## config.mk

```make
export PLATFORM = sky130hd
export DESIGN_NAME = alu_issue_ctrl
export DESIGN_NICKNAME = d
export VERILOG_FILES = /design/src/rtl/alu_issue_ctrl_pkg.sv /design/src/rtl/alu_op_decode.sv /design/src/rtl/alu_issue_ctrl.sv
export SDC_FILE = /design/constraint.sdc
export NUM_CORES = 1
export LEC_CHECK = 0
export ABC_AREA = 1
export BUFFER_PORTS_ARGS = -buffer_cell sky130_fd_sc_hd__buf_2
export CAP_MARGIN = 20
export CORE_MARGIN = 2
export CORE_UTILIZATION = 40
export DETAILED_ROUTE_END_ITERATION = 6
export GPL_ROUTABILITY_DRIVEN = 0
export PLACE_DENSITY = 0.7
export SLEW_MARGIN = 20
export SYNTH_ARGS = -nofsm -noshare
export SYNTH_HDL_FRONTEND = slang
export SYNTH_HIERARCHICAL = 1
export SYNTH_SLANG_ARGS = --single-unit
export TNS_END_PERCENT = 30
```

## constraint.sdc

```tcl
create_clock -name clk_i -period 4.55 [get_ports clk_i]
set_input_delay 0.2275 -clock clk_i [delete_from_list [all_inputs] [get_ports clk_i]]
set_output_delay 0.2275 -clock clk_i [all_outputs]
set_load 0.02 [all_outputs]
```

## src/rtl/alu_issue_ctrl_pkg.sv

```systemverilog
// Shared definitions for the ALU issue controller: MIPS opcode/funct encodings,
// ALU operation codes, datapath widths and the controller state type.
package alu_issue_ctrl_pkg;

  localparam int DATA_W  = 32;
  localparam int INSTR_W = 32;
  localparam int OPRN_W  = 6;

  localparam logic [5:0] OPC_RTYPE = 6'h00;
  localparam logic [5:0] OPC_ADDI  = 6'h08;
  localparam logic [5:0] OPC_SLTI  = 6'h0a;
  localparam logic [5:0] OPC_ANDI  = 6'h0c;
  localparam logic [5:0] OPC_ORI   = 6'h0d;
  localparam logic [5:0] OPC_LUI   = 6'h0f;
  localparam logic [5:0] OPC_MULI  = 6'h1d;

  localparam logic [5:0] FN_SLL = 6'h01;
  localparam logic [5:0] FN_SRL = 6'h02;
  localparam logic [5:0] FN_ADD = 6'h20;
  localparam logic [5:0] FN_SUB = 6'h22;
  localparam logic [5:0] FN_AND = 6'h24;
  localparam logic [5:0] FN_OR  = 6'h25;
  localparam logic [5:0] FN_NOR = 6'h27;
  localparam logic [5:0] FN_SLT = 6'h2a;
  localparam logic [5:0] FN_MUL = 6'h2c;

  localparam logic [OPRN_W-1:0] OPRN_NOP = 6'h00;
  localparam logic [OPRN_W-1:0] OPRN_ADD = 6'h01;
  localparam logic [OPRN_W-1:0] OPRN_SUB = 6'h02;
  localparam logic [OPRN_W-1:0] OPRN_MUL = 6'h03;
  localparam logic [OPRN_W-1:0] OPRN_SRL = 6'h04;
  localparam logic [OPRN_W-1:0] OPRN_SLL = 6'h05;
  localparam logic [OPRN_W-1:0] OPRN_AND = 6'h06;
  localparam logic [OPRN_W-1:0] OPRN_OR  = 6'h07;
  localparam logic [OPRN_W-1:0] OPRN_NOR = 6'h08;
  localparam logic [OPRN_W-1:0] OPRN_SLT = 6'h09;

  localparam logic [DATA_W-1:0] LUI_SHIFT = 32'd16;

  typedef enum logic [1:0] {
    ST_IDLE,
    ST_DRIVE,
    ST_RESP
  } state_e;

  function automatic logic [DATA_W-1:0] sext16(input logic [15:0] v);
    return {{(DATA_W-16){v[15]}}, v};
  endfunction

  function automatic logic [DATA_W-1:0] zext16(input logic [15:0] v);
    return {{(DATA_W-16){1'b0}}, v};
  endfunction

endpackage

```

## src/rtl/alu_op_decode.sv

```systemverilog
// Combinational MIPS decode: instruction + register operands -> ALU operands,
// operation code and an illegal flag. No state, zero latency.
module alu_op_decode
  import alu_issue_ctrl_pkg::*;
(
  input  logic [INSTR_W-1:0] instr_i,
  input  logic [DATA_W-1:0]  rs_data_i,
  input  logic [DATA_W-1:0]  rt_data_i,
  output logic [DATA_W-1:0]  op1_o,
  output logic [DATA_W-1:0]  op2_o,
  output logic [OPRN_W-1:0]  oprn_o,
  output logic               illegal_o
);

  logic [5:0]  opcode;
  logic [4:0]  shamt;
  logic [5:0]  funct;
  logic [15:0] imm;
  logic        unused_reg_fields;

  assign opcode = instr_i[31:26];
  assign shamt  = instr_i[10:6];
  assign funct  = instr_i[5:0];
  assign imm    = instr_i[15:0];
  // Register specifiers are resolved upstream; only their data arrives here.
  assign unused_reg_fields = ^instr_i[25:16];

  always_comb begin
    op1_o     = rs_data_i;
    op2_o     = rt_data_i;
    oprn_o    = OPRN_NOP;
    illegal_o = 1'b0;
    case (opcode)
      OPC_RTYPE: begin
        case (funct)
          FN_ADD: oprn_o = OPRN_ADD;
          FN_SUB: oprn_o = OPRN_SUB;
          FN_MUL: oprn_o = OPRN_MUL;
          FN_AND: oprn_o = OPRN_AND;
          FN_OR:  oprn_o = OPRN_OR;
          FN_NOR: oprn_o = OPRN_NOR;
          FN_SLT: oprn_o = OPRN_SLT;
          FN_SRL: begin
            oprn_o = OPRN_SRL;
            op2_o  = {{(DATA_W-5){1'b0}}, shamt};
          end
          FN_SLL: begin
            oprn_o = OPRN_SLL;
            op2_o  = {{(DATA_W-5){1'b0}}, shamt};
          end
          default: illegal_o = 1'b1;
        endcase
      end
      OPC_ADDI: begin oprn_o = OPRN_ADD; op2_o = sext16(imm); end
      OPC_MULI: begin oprn_o = OPRN_MUL; op2_o = sext16(imm); end
      OPC_SLTI: begin oprn_o = OPRN_SLT; op2_o = sext16(imm); end
      OPC_ANDI: begin oprn_o = OPRN_AND; op2_o = zext16(imm); end
      OPC_ORI:  begin oprn_o = OPRN_OR;  op2_o = zext16(imm); end
      OPC_LUI: begin
        oprn_o = OPRN_SLL;
        op1_o  = zext16(imm);
        op2_o  = LUI_SHIFT;
      end
      default: illegal_o = 1'b1;
    endcase
    if (illegal_o) begin
      oprn_o = OPRN_NOP;
    end
  end

endmodule

```

## src/rtl/alu_issue_ctrl.sv

```systemverilog
// Issues one decoded instruction to an external ALU, holds operands for SETTLE_CYCLES,
// captures the result and presents it on a valid/ready response port.
module alu_issue_ctrl
  import alu_issue_ctrl_pkg::*;
#(
  parameter int SETTLE_CYCLES = 1
) (
  input  logic               clk_i,
  input  logic               rst_n_i,
  input  logic               req_valid_i,
  output logic               req_ready_o,
  input  logic [INSTR_W-1:0] instr_i,
  input  logic [DATA_W-1:0]  rs_data_i,
  input  logic [DATA_W-1:0]  rt_data_i,
  output logic [DATA_W-1:0]  op1_o,
  output logic [DATA_W-1:0]  op2_o,
  output logic [OPRN_W-1:0]  oprn_o,
  input  logic [DATA_W-1:0]  alu_out_i,
  input  logic [DATA_W-1:0]  alu_zero_i,
  output logic [DATA_W-1:0]  res_o,
  output logic               res_zero_o,
  output logic               res_err_o,
  output logic               res_valid_o,
  input  logic               res_ready_i
);

  localparam logic [3:0] CNT_LOAD = 4'(SETTLE_CYCLES - 1);

  state_e              state_q, state_d;
  logic [3:0]          cnt_q, cnt_d;
  logic [DATA_W-1:0]   op1_q, op1_d, op2_q, op2_d, res_q, res_d;
  logic [OPRN_W-1:0]   oprn_q, oprn_d;
  logic                res_zero_q, res_zero_d, res_err_q, res_err_d;
  logic                req_ready;
  logic [DATA_W-1:0]   dec_op1, dec_op2;
  logic [OPRN_W-1:0]   dec_oprn;
  logic                dec_illegal;
  logic                unused_zero_hi;

  assign unused_zero_hi = ^alu_zero_i[DATA_W-1:1];

  alu_op_decode u_decode (
    .instr_i   (instr_i),
    .rs_data_i (rs_data_i),
    .rt_data_i (rt_data_i),
    .op1_o     (dec_op1),
    .op2_o     (dec_op2),
    .oprn_o    (dec_oprn),
    .illegal_o (dec_illegal)
  );

  always_comb begin
    state_d    = state_q;
    cnt_d      = cnt_q;
    op1_d      = op1_q;
    op2_d      = op2_q;
    oprn_d     = oprn_q;
    res_d      = res_q;
    res_zero_d = res_zero_q;
    res_err_d  = res_err_q;
    req_ready  = 1'b0;
    case (state_q)
      ST_IDLE: req_ready = 1'b1;
      ST_DRIVE: begin
        if (cnt_q == 4'd0) begin
          res_d      = alu_out_i;
          res_zero_d = alu_zero_i[0];
          res_err_d  = 1'b0;
          oprn_d     = OPRN_NOP;
          state_d    = ST_RESP;
        end else begin
          cnt_d = cnt_q - 4'd1;
        end
      end
      ST_RESP: begin
        if (res_ready_i) begin
          req_ready = 1'b1;
          state_d   = ST_IDLE;
        end
      end
      default: state_d = ST_IDLE;
    endcase
    if (!rst_n_i) begin
      req_ready = 1'b0;
    end
    // A retiring response and a new request may share the same edge.
    if (req_valid_i && req_ready) begin
      if (dec_illegal) begin
        state_d    = ST_RESP;
        res_d      = '0;
        res_zero_d = 1'b0;
        res_err_d  = 1'b1;
        oprn_d     = OPRN_NOP;
      end else begin
        state_d = ST_DRIVE;
        cnt_d   = CNT_LOAD;
        op1_d   = dec_op1;
        op2_d   = dec_op2;
        oprn_d  = dec_oprn;
      end
    end
  end

  always_ff @(posedge clk_i) begin
    if (!rst_n_i) begin
      state_q    <= ST_IDLE;
      cnt_q      <= 4'd0;
      op1_q      <= '0;
      op2_q      <= '0;
      oprn_q     <= OPRN_NOP;
      res_q      <= '0;
      res_zero_q <= 1'b0;
      res_err_q  <= 1'b0;
    end else begin
      state_q    <= state_d;
      cnt_q      <= cnt_d;
      op1_q      <= op1_d;
      op2_q      <= op2_d;
      oprn_q     <= oprn_d;
      res_q      <= res_d;
      res_zero_q <= res_zero_d;
      res_err_q  <= res_err_d;
    end
  end

  assign req_ready_o = req_ready;
  assign res_valid_o = (state_q == ST_RESP);
  assign op1_o       = op1_q;
  assign op2_o       = op2_q;
  assign oprn_o      = oprn_q;
  assign res_o       = res_q;
  assign res_zero_o  = res_zero_q;
  assign res_err_o   = res_err_q;

endmodule

```

==> results.json, run 1 <==
{
  "setup_viol": 0,
  "worstMarginPinSlew_ns": 0.966,
  "track_usage_pct": 20.4,
  "yosys.cell_types.count": 31,
  "netlist_top_cells_area": "dfxtp_1, nand2_1, nor2_1",
  "ys_ff_latch": 110,
  "finalCriticalPeriod_ns": 2.40,
  "start_util_pct": 40.7,
  "synth_edf_count": 0,
  "grt_remaining_overflow": 0,
  "row_count": 42,
  "skew_ns": 0.00504,
  "max_cap_viol_count": 0,
  "r2r-end": "op2_o[6]$_SDFFE_PN0P_",
  "grt_pass1_wl_um": 23800,
  "hold_class": "primary input to flip-flop",
  "finalCritPeriodShare_pct": 52.7,
  "async_flop_share_pct": 0,
  "cts.sinks": 110,
  "grt_pass1_vias": 4884,
  "die_w_um": 120,
  "worstHoldPathCells": 3,
  "via_per_inst": 4.68,
  "cts_buffer_depth": 2,
  "multi_input_area_um2": 2710,
  "critPathKind": "primary input to flip-flop",
  "post_cts_buffers": 0,
  "first_pass_iters": 4,
  "synth_most_common_cell": "nand2_1",
  "grt_max_degree": 71,
  "slew_headroom_pct": 35.4,
  "synthTopCellsByCount": "nand2_1, nor2_1, dfxtp_1, o21ai_1, a21oi_1",
  "cp.buffers_inverters": 4,
  "finalNetCount": 1139,
  "r2r_cells": 6,
  "finalHoldViolCount": 0,
  "cp.required_ns": 4.84,
  "cp-start-kind": "primary input",
  "p_leak_nw": 3.48,
  "detail_route.iter0.violations": 332,
  "drive_above_1_share_pct": 32.0,
  "r2r-start": "state_q[1]$_SDFFE_PN0P_",
  "cp.arrival_ns": 2.68,
  "area_growth_pct": 26.6,
  "syn_inst": 775,
  "drv_slew": 0,
  "worst_hold_path.endpoint": "res_o[14]$_SDFF_PN0_",
  "regArea_um2": 2200,
  "hold_slack_ns": 0.116,
  "vias": 5405,
  "max_freq_mhz": 417,
  "ioPinCount": 270,
  "status": "finished clean",
  "cp_cell_sequence": "buf_2 > nor2_4 > nand2_1 > nor2_2 > nand2_1 > nand3_1 > nor2_1 > inv_1 > nand4_4 > inv_2 > buf_4 > nor2_1 > nor2_1",
  "synth_top_area_share_pct": 41.0,
  "post_cts_resized": 0,
  "crit_path_max_incr_delay_ns": 0.55,
  "synth_top_area_cell": "dfxtp_1",
  "cts.htree.levels": 3,
  "hpwlAfterDp_um": 10100,
  "hp-start": "alu_out_i[14]",
  "power_density_nw_per_um2": 302,
  "wl_um": 14600,
  "die_area_um2": 14400,
  "cp_max_fo": 40,
  "vdd_ir_drop_max_mv": 0.152,
  "num_antenna_cells": 0,
  "ctsHoldBuffers": 0,
  "ys_warn_count": 6,
  "coreArea_um2": 13200,
  "r2r_slack_ns": 2.76,
  "io_buffers": 228,
  "grt_antenna_before_repair": 0,
  "endpoint_kind": "flip-flop",
  "synth-main-ff-cell": "dfxtp_1",
  "cts_tree": "done",
  "critPathMostFrequentCell": "nor2_1",
  "clock_latency_ns": 0.35,
  "numCtsBuffers": 9,
  "setup_tns_ns": 0,
  "die_h_um": 120,
  "fillers": 1404,
  "critPathSlowestCell": "inv_2",
  "cts.clk_slew.worst_paths_ns": 0.08,
  "drcViolationCount": 0,
  "clockRootBuffer": "clkbuf_16",
  "post_drt_wl_per_cell_um": 12.6,
  "synth_area_um2": 5370,
  "detail-route-antenna-nets": 0,
  "seq_area_frac_synth_pct": 41.0,
  "rsz0062_at_grt": "no",
  "cp_top_family": "buffers and inverters",
  "syn_area_per_cell_um2": 6.93
}
stage by stage:
stage	utilization, %	setup slack [ns]	area [µm²]	cells	power [mW]
after global placement	49.2	1.78	6490	1139	1.25
after CTS	51.5	2.11	6790	1155	2.07
after global routing	51.5	1.86	6800	1155	2.14
final	51.5	2.15	6800	1155	2.05
after detailed placement	49.2	1.74	6490	1139	1.25
after floorplan	-	2.72	5370	776	1.16
placed cells by master, fill, tap and decap left out, types with 2 or more instances in the layout:
| cell type | instances |
|---|---|
| buf_2 | 228 |
| nand2_1 | 190 |
| nor2_1 | 169 |
| dfxtp_1 | 110 |
| o21ai_1 | 53 |
| a21oi_1 | 40 |
| inv_1 | 39 |
| nand3_2 | 33 |
| nand3_1 | 31 |
| o21ai_0 | 20 |
| clkbuf_16 | 9 |
| inv_2 | 8 |
| nor2_4 | 7 |
| buf_4 | 6 |
| nand2_2 | 4 |
| or2_0 | 4 |
| or2_2 | 4 |
| nor3_1 | 3 |
| nor2_2 | 3 |
| inv_6 | 2 |
| clkinv_4 | 2 |
| conb_1 | 2 |
power by group:
group / total, mW / internal (mW) / switching (mW)
registers: 0.986 / 0.978 / 0.00811
clock network: 0.820 / 0.437 / 0.383
logic: 0.246 / 0.0986 / 0.148
metal layers:
metal  up-vias  part of all wire, %  global-route usage [%]  wire length (µm)
met4         0                  2.5                    8.46               360
met5         -                    0                       0                 0
met2       147                   48                    34.0              6980
met3        26                  4.3                    2.85               626
met1      2400                   45                    26.7              6620
li1       2832                    -                       -                 -
worst max path at each step:
stage                 from                     end  slack [ns]  cells past startpoint
2_1_floorplan  instr_i[28]  op1_o[18]$_SDFFE_PN0P_        2.72                     12
3_3_place_gp   instr_i[30]  op2_o[12]$_SDFFE_PN0P_        1.78                     13
3_5_place_dp   instr_i[30]   op2_o[6]$_SDFFE_PN0P_        1.74                     13
4_1_cts        instr_i[30]   op2_o[6]$_SDFFE_PN0P_        2.11                     13
5_1_grt        instr_i[30]   op2_o[7]$_SDFFE_PN0P_        1.86                     13
6_report       instr_i[30]   op2_o[6]$_SDFFE_PN0P_        2.15                     13
worst register-to-register path: cells and delay by family, from the launching register on:
family | cells | cell delay, ns
and+or+nand+nor | 4 | 0.46
DFF | 1 | 0.36
buffers and inverters | 2 | 0.90
final cells by class:
| type | count | area share [%] |
|---|---|---|
| multi-input combinational | 572 | 39.8 |
| sequential | 110 | 32.4 |
| timing repair buffer | 234 | 17.5 |
| clock buffer | 9 | 3.31 |
| tap | 176 | 3.24 |
| inverter | 47 | 2.60 |
| clock inverter | 7 | 1.20 |
logic make-up (layout without fill, tap and decap cells):
family	after synthesis	in the layout	synth area share (%)
other	1	2	0.0698
adders and majority gates	1	1	0.233
AOI/OAI and AO/OA	114	114	10.7
buffers and inverters	94	297	8.88
and+or+nand+nor	454	454	39.0
DFF	110	110	41.0
xor gates and xnor gates	1	1	0.163
flip-flops by register name, summed over array words and instances, names as in the netlist:
name        count
res_zero_o      1
cnt_q           4
res_err_o       1
oprn_o          6
state_q         2
op2_o          32
res_o          32
op1_o          32
No activity file was read; power rests on OpenSTA's default activity.
==> run 2, diff against run 1 <==
ABC_AREA = 0   (was 1)
clock period = 2.4 ns   (was 4.55 ns; I/O delays follow)
==> run 2 against run 1 <==
Effect of this change: die area decreased by 3.9%; non-clock buffer count increased by 50; count of clock-buffer cells in the layout up 1; flip-flop and latch count unchanged; wire length increased by 6.1%; via count is 4.6% lower; final cell count fell by 7.9%; core utilization up 5.0 points; clock skew about the same; first-iteration DRC count shrank 12%; register-to-register slack worse by 2.1 ns; combinational power up 110%; largest cell class unchanged.
==> results.json, run 2 <==
{
  "numPlacedInstances": 1022,
  "ys_ff_latch": 110,
  "syn_area_per_cell_um2": 8.05,
  "track_usage_pct": 22.1,
  "detail_route.iter0.violations": 293,
  "finalCritPeriodShare_pct": 89.2,
  "critPathMostFrequentCell": "nor2b_1",
  "p_leak_nw": 3.19,
  "cts_tree": "done",
  "critPathSlowestCell": "or4b_2",
  "cp-start-kind": "primary input",
  "synth_xor_area_share_pct": 0.680,
  "synthTopCellsByCount": "nand2_1, dfxtp_1, a21boi_1, a21oi_1, nor2b_1",
  "crit_path_max_incr_delay_ns": 0.68,
  "synth_mux_area_share_pct": 3.50,
  "first_pass_iters": 4,
  "rsz0062_at_grt": "no",
  "pwr-share-seq_pct": 47.9,
  "via_per_inst": 4.85,
  "p_switching_mw": 0.969,
  "pwr-share-clk_pct": 39.1,
  "clockRootBuffer": "clkbuf_16",
  "worstHoldPathCells": 3,
  "hpwlAfterDp_um": 10600,
  "synth-simple-area-share_pct": 25.1,
  "clock_latency_ns": 0.35,
  "vdd_ir_drop_max_mv": 0.313,
  "post_cts_buffers": 0,
  "max_cap_viol_count": 0,
  "numCtsBuffers": 9,
  "skew_ns": 0.00485,
  "endpoint_kind": "flip-flop",
  "die_h_um": 117,
  "synth_most_common_cell": "nand2_1",
  "drcViolationCount": 0,
  "hold_class": "primary input to flip-flop",
  "synth_top_area_share_pct": 42.7,
  "grt_pass1_vias": 4872,
  "seq_area_frac_synth_pct": 42.7,
  "grt_remaining_overflow": 0,
  "final_common_cell": "buf_2",
  "power.share.switching_pct": 24.9,
  "status": "finished clean",
  "cp_cell_sequence": "buf_2 > or4b_2 > a2111oi_2 > a21oi_1 > nor2b_1 > nor2b_1 > and3_2 > buf_12 > nand2_1 > a21boi_1",
  "hold_slack_ns": 0.0107,
  "area_growth_pct": 38.4,
  "cp.arrival_ns": 2.42,
  "cts.sinks": 110,
  "die_w_um": 117,
  "setup_viol": 0,
  "cp.required_ns": 2.68,
  "synth_edf_count": 0,
  "synth-main-ff-cell": "dfxtp_1",
  "cts_buffer_depth": 2,
  "fillers": 1224,
  "cp_max_fo": 47,
  "post_drt_wl_per_cell_um": 14.5,
  "finalNetCount": 1052,
  "coreArea_um2": 12600,
  "grt_max_degree": 75,
  "die_area_um2": 13800,
  "io_buffers": 228,
  "post_cts_resized": 0,
  "r2r_cells": 7,
  "worstMarginPinSlew_ns": 0.676,
  "synth_top_area_cell": "dfxtp_1",
  "critPathKind": "primary input to flip-flop",
  "max_freq_mhz": 467,
  "drive_above_1_share_pct": 34.0,
  "syn_inst": 640,
  "worst-path-stages": 10,
  "finalNonFillerCells": 1064,
  "start_util_pct": 40.8,
  "synth_area_um2": 5150,
  "cp_top_family": "simple AND/OR/NAND/NOR gates",
  "grt_antenna_before_repair": 0,
  "async_flop_share_pct": 0,
  "netlist_top_cells_area": "dfxtp_1, nand2_1, a21boi_1",
  "synth_compound_area_share_pct": 22.5,
  "num_antenna_cells": 0,
  "p_comb_share_pct": 13.0,
  "ys_warn_count": 6,
  "row_count": 41,
  "vias": 5158,
  "grt_pass1_wl_um": 24800,
  "utilization_pct": 56.5,
  "drv_slew": 0,
  "yosys.cell_types.count": 51,
  "cp.buffers_inverters": 2,
  "finalCriticalPeriod_ns": 2.14,
  "detail-route-antenna-nets": 0,
  "cts.htree.levels": 3,
  "slew_headroom_pct": 54.8,
  "power_density_nw_per_um2": 545,
  "synth_fa_ha_area_share_pct": 0.243,
  "mostFrequentLayoutCells": "buf_2, nand2_1, dfxtp_1",
  "ioPinCount": 270,
  "synth_top_family_by_area": "simple AND/OR/NAND/NOR gates",
  "finalHoldViolCount": 0,
  "internal-power_mw": 2.92,
  "cts.clk_slew.worst_paths_ns": 0.08,
  "wl_um": 15500
}
## run 2: cell count changes after synthesis, moves of 22 or more
cell	previous run	this run
nand3_1	31	8
a21boi_1	0	64
nand3_2	33	0
nor2b_1	0	28
inv_1	39	6
a21o_1	0	22
o21ai_1	53	7
nor2_1	169	10
## run 2: final cells by class
| type | count | area, µm² | share of cell area (%) |
|---|---|---|---|
| multi-input combinational | 476 | 2730 | 38.2 |
| inverter | 6 | 22.5 | 0.316 |
| clock buffer | 10 | 229 | 3.21 |
| timing repair buffer | 284 | 1660 | 23.3 |
| sequential | 110 | 2200 | 30.9 |
| tap | 172 | 215 | 3.02 |
| clock inverter | 6 | 70.1 | 0.983 |
## run 2: layer usage
layer / global-route usage [%] / vias up / wire, µm
met4: 11.0 / 0 / 392
met3: 3.63 / 28 / 696
met2: 35.6 / 145 / 7400
li1: - / 2644 / -
met5: 0 / - / 0
met1: 28.8 / 2341 / 6980
## run 2: path summary, 6_finish.rpt
path	slack, ns	start	to
min reg2reg	0.45	op1_o[25]$_SDFFE_PN0P_	op1_o[25]$_SDFFE_PN0P_
min	0.01	alu_out_i[21]	res_o[21]$_SDFF_PN0_
max reg2reg	0.70	cnt_q[0]$_SDFF_PN0_	res_o[18]$_SDFF_PN0_
max	0.26	instr_i[27]	op1_o[22]$_SDFFE_PN0P_
## run 2: logic make-up (layout without fill, tap and decap cells)
| kind of cell | after synthesis | in the layout |
|---|---|---|
| AND/OR/NAND/NOR | 288 | 288 |
| AO/OA/AOI/OAI | 165 | 165 |
| flip-flops | 110 | 110 |
| buffers and inverters | 55 | 306 |
| multiplexers | 16 | 16 |
| XOR/XNOR | 4 | 4 |
| adder cells (fa/ha/maj) | 1 | 1 |
| other | 1 | 2 |
## run 2: worst min-delay path, stage by stage
cell and delay, ns:
buf_2 0.10, nand2_1 0.04, a21oi_1 0.05
## run 2: what timing repair did
item                       CTS  global route
hold endpoints to repair    26             0
hold buffers                26             0
setup endpoints to repair    0             0
## run 2: power by group through the flow
stage / sequential, mW / clock (mW) / combinational, mW
floorplan: 1.93 / 0 / 0.240
global placement: 1.90 / 0 / 0.465
detailed placement: 1.90 / 0 / 0.468
CTS: 1.86 / 1.55 / 0.504
global route: 1.86 / 1.63 / 0.553
finish: 1.86 / 1.52 / 0.506
## run 2: through the flow
step	power (mW)	instance area, µm²	TNS (ns)	setup WS [ns]
after floorplan	2.17	5180	0	0.0290
after CTS	3.92	7130	0	0.261
after detailed placement	2.37	6570	-4.33	-0.105
after global routing	4.05	7130	0	0.0332
final	3.89	7130	0	0.260
after global placement	2.37	6570	-3.15	-0.0704
==> run 3, diff against run 2 <==
GPL_TIMING_DRIVEN = 0   (was default)
==> run 3 against run 2 <==
Effect of this change: design area grew 0.90%; sequential power is essentially flat; count of clock-buffer cells in the layout grew 1; register-to-register slack is essentially flat; clock skew grew 0.0023 ns; critical endpoint is now op2_o[0]$_SDFFE_PN0P_; critical path depth grew 1.
==> results.json, run 3 (same netlist as run 2, synthesis figures left out) <==
{
  "r2r_slack_ns": 0.69,
  "use_met1_pct": 29.3,
  "numCtsBuffers": 9,
  "crit_start": "instr_i[27]",
  "slew_headroom_pct": 36.9,
  "drive_above_1_share_pct": 33.6,
  "ioPinCount": 270,
  "cp.required_ns": 2.68,
  "cts.sinks": 110,
  "grt_pass1_vias": 4972,
  "r2r-end": "res_o[29]$_SDFF_PN0_",
  "grtUsageMet2_pct": 37.4,
  "io_buffers": 227,
  "status": "finished clean",
  "start_util_pct": 40.8,
  "cts.clk_slew.worst_paths_ns": 0.07,
  "clock_latency_ns": 0.35,
  "grt_antenna_before_repair": 0,
  "hold_class": "primary input to flip-flop",
  "hpwlAfterDp_um": 11700,
  "finalNetCount": 1070,
  "worstMarginPinSlew_ns": 0.944,
  "grt_max_degree": 19,
  "r2r_cells": 7,
  "crit_path_end": "op2_o[0]$_SDFFE_PN0P_",
  "area_growth_pct": 39.6,
  "post_drt_wl_per_cell_um": 14.9,
  "die_h_um": 117,
  "num_antenna_cells": 0,
  "busiest_layer": "met2",
  "globalRouteMet3Util_pct": 3.59,
  "cp.arrival_ns": 2.56,
  "die_area_um2": 13800,
  "finalHoldViolCount": 0,
  "grt_remaining_overflow": 0,
  "detail-route-antenna-nets": 0,
  "skew_ns": 0.00717,
  "wl_um": 16100,
  "vdd_ir_drop_max_mv": 0.300,
  "max_cap_viol_count": 0,
  "cp_max_fo": 10,
  "endpoint_kind": "flip-flop",
  "cts_buffer_depth": 2,
  "cp-start-kind": "primary input",
  "mostFrequentLayoutCells": "buf_2, nand2_1, dfxtp_1",
  "row_count": 41,
  "fillers": 1240,
  "setup_tns_ns": 0,
  "p_leak_nw": 3.22,
  "setup_ws_ns": 0.117,
  "die_w_um": 117,
  "clockRootBuffer": "clkbuf_16",
  "cts_tree": "done",
  "detail_route.iter0.violations": 242,
  "critPathKind": "primary input to flip-flop",
  "finalCriticalPeriod_ns": 2.28,
  "grt_pass1_wl_um": 25300,
  "final_common_cell": "buf_2",
  "rsz0062_at_grt": "no",
  "drcViolationCount": 0,
  "coreArea_um2": 12600,
  "r2r-start": "cnt_q[0]$_SDFF_PN0_",
  "post-place-ws_ns": -0.344,
  "numPlacedInstances": 1040,
  "finalNonFillerCells": 1082,
  "vias": 5291,
  "post_cts_buffers": 0,
  "cts.htree.levels": 3,
  "via_per_inst": 4.89,
  "drv_slew": 0,
  "track_usage_pct": 22.7,
  "max_freq_mhz": 438,
  "setup_viol": 0,
  "power_density_nw_per_um2": 563,
  "finalCritPeriodShare_pct": 95.1,
  "first_pass_iters": 5,
  "utilization_pct": 57.0
}
-- run 3: cell types whose count changed in the layout (fill, tap and decap cells not counted), sizes merged --
cell         change
clkbuf          +23
buf              -3
clkinv           -2
bufinv           +1
clkinvlp         -1
dlygate4sd3      -1
inv              +1
-- run 3: critical path, stage by stage --
cell       delay, ns
clkbuf_2        0.16
or4b_2          0.74
a2111oi_4       0.36
a21oi_2         0.08
nor2b_2         0.21
nor2b_2         0.17
and3_4          0.21
buf_6           0.13
buf_4           0.17
nand2_1         0.07
a21boi_1        0.12
-- run 3: worst min-delay path by stage --
stage	start	end	slack, ns	cells after the start
floorplan	alu_out_i[10]	res_o[10]$_SDFF_PN0_	0.26	2
finish	alu_out_i[14]	res_o[14]$_SDFF_PN0_	0.01	3
global placement	alu_out_i[17]	res_o[17]$_SDFF_PN0_	0.36	3
CTS	alu_out_i[14]	res_o[14]$_SDFF_PN0_	0.00006	3
global route	alu_out_i[24]	res_o[24]$_SDFF_PN0_	0.01	3
detailed placement	alu_out_i[0]	res_o[0]$_SDFF_PN0_	0.37	3
-- run 3: final cells by class --
class,count,area [µm²],share of cell area [%]
buffer,49,288,4.00
clock buffer,11,253,3.51
clock inverter,5,87.6,1.22
inverter,6,22.5,0.313
multi-input combinational,476,2730,38.0
sequential,110,2200,30.6
tap,172,215,2.99
timing repair buffer,253,1390,19.4
-- run 3: power breakdown --
group          total (mW)  switching (mW)  internal (mW)  leakage, nW
Sequential           1.86          0.0133           1.85        0.888
Combinational       0.505           0.259          0.246         2.17
Clock                1.69           0.702          0.984        0.164
Total                4.05           0.974           3.08         3.22
-- run 3: through the flow --
step	hold slack (ns)	total power, mW	instance area, µm²
final	0.0115	4.05	7190
after global routing	0.0144	4.20	7190
after CTS	0.0000558	4.07	7130
after detailed placement	0.366	2.36	6540
after global placement	0.364	2.36	6530
after floorplan	0.256	2.17	5180
-- run 3: metal layers --
metal	vias to the layer above	share of wire [%]
met5	-	0
met4	0	2.9
met3	35	4.9
met2	166	48
met1	2406	45
li1	2684	-
-- run 3: repair_timing --
action | CTS | global route
setup endpoints to repair | 0 | 95
resized for setup | 0 | 22
hold endpoints to repair | 25 | 0
hold buffers | 25 | 0
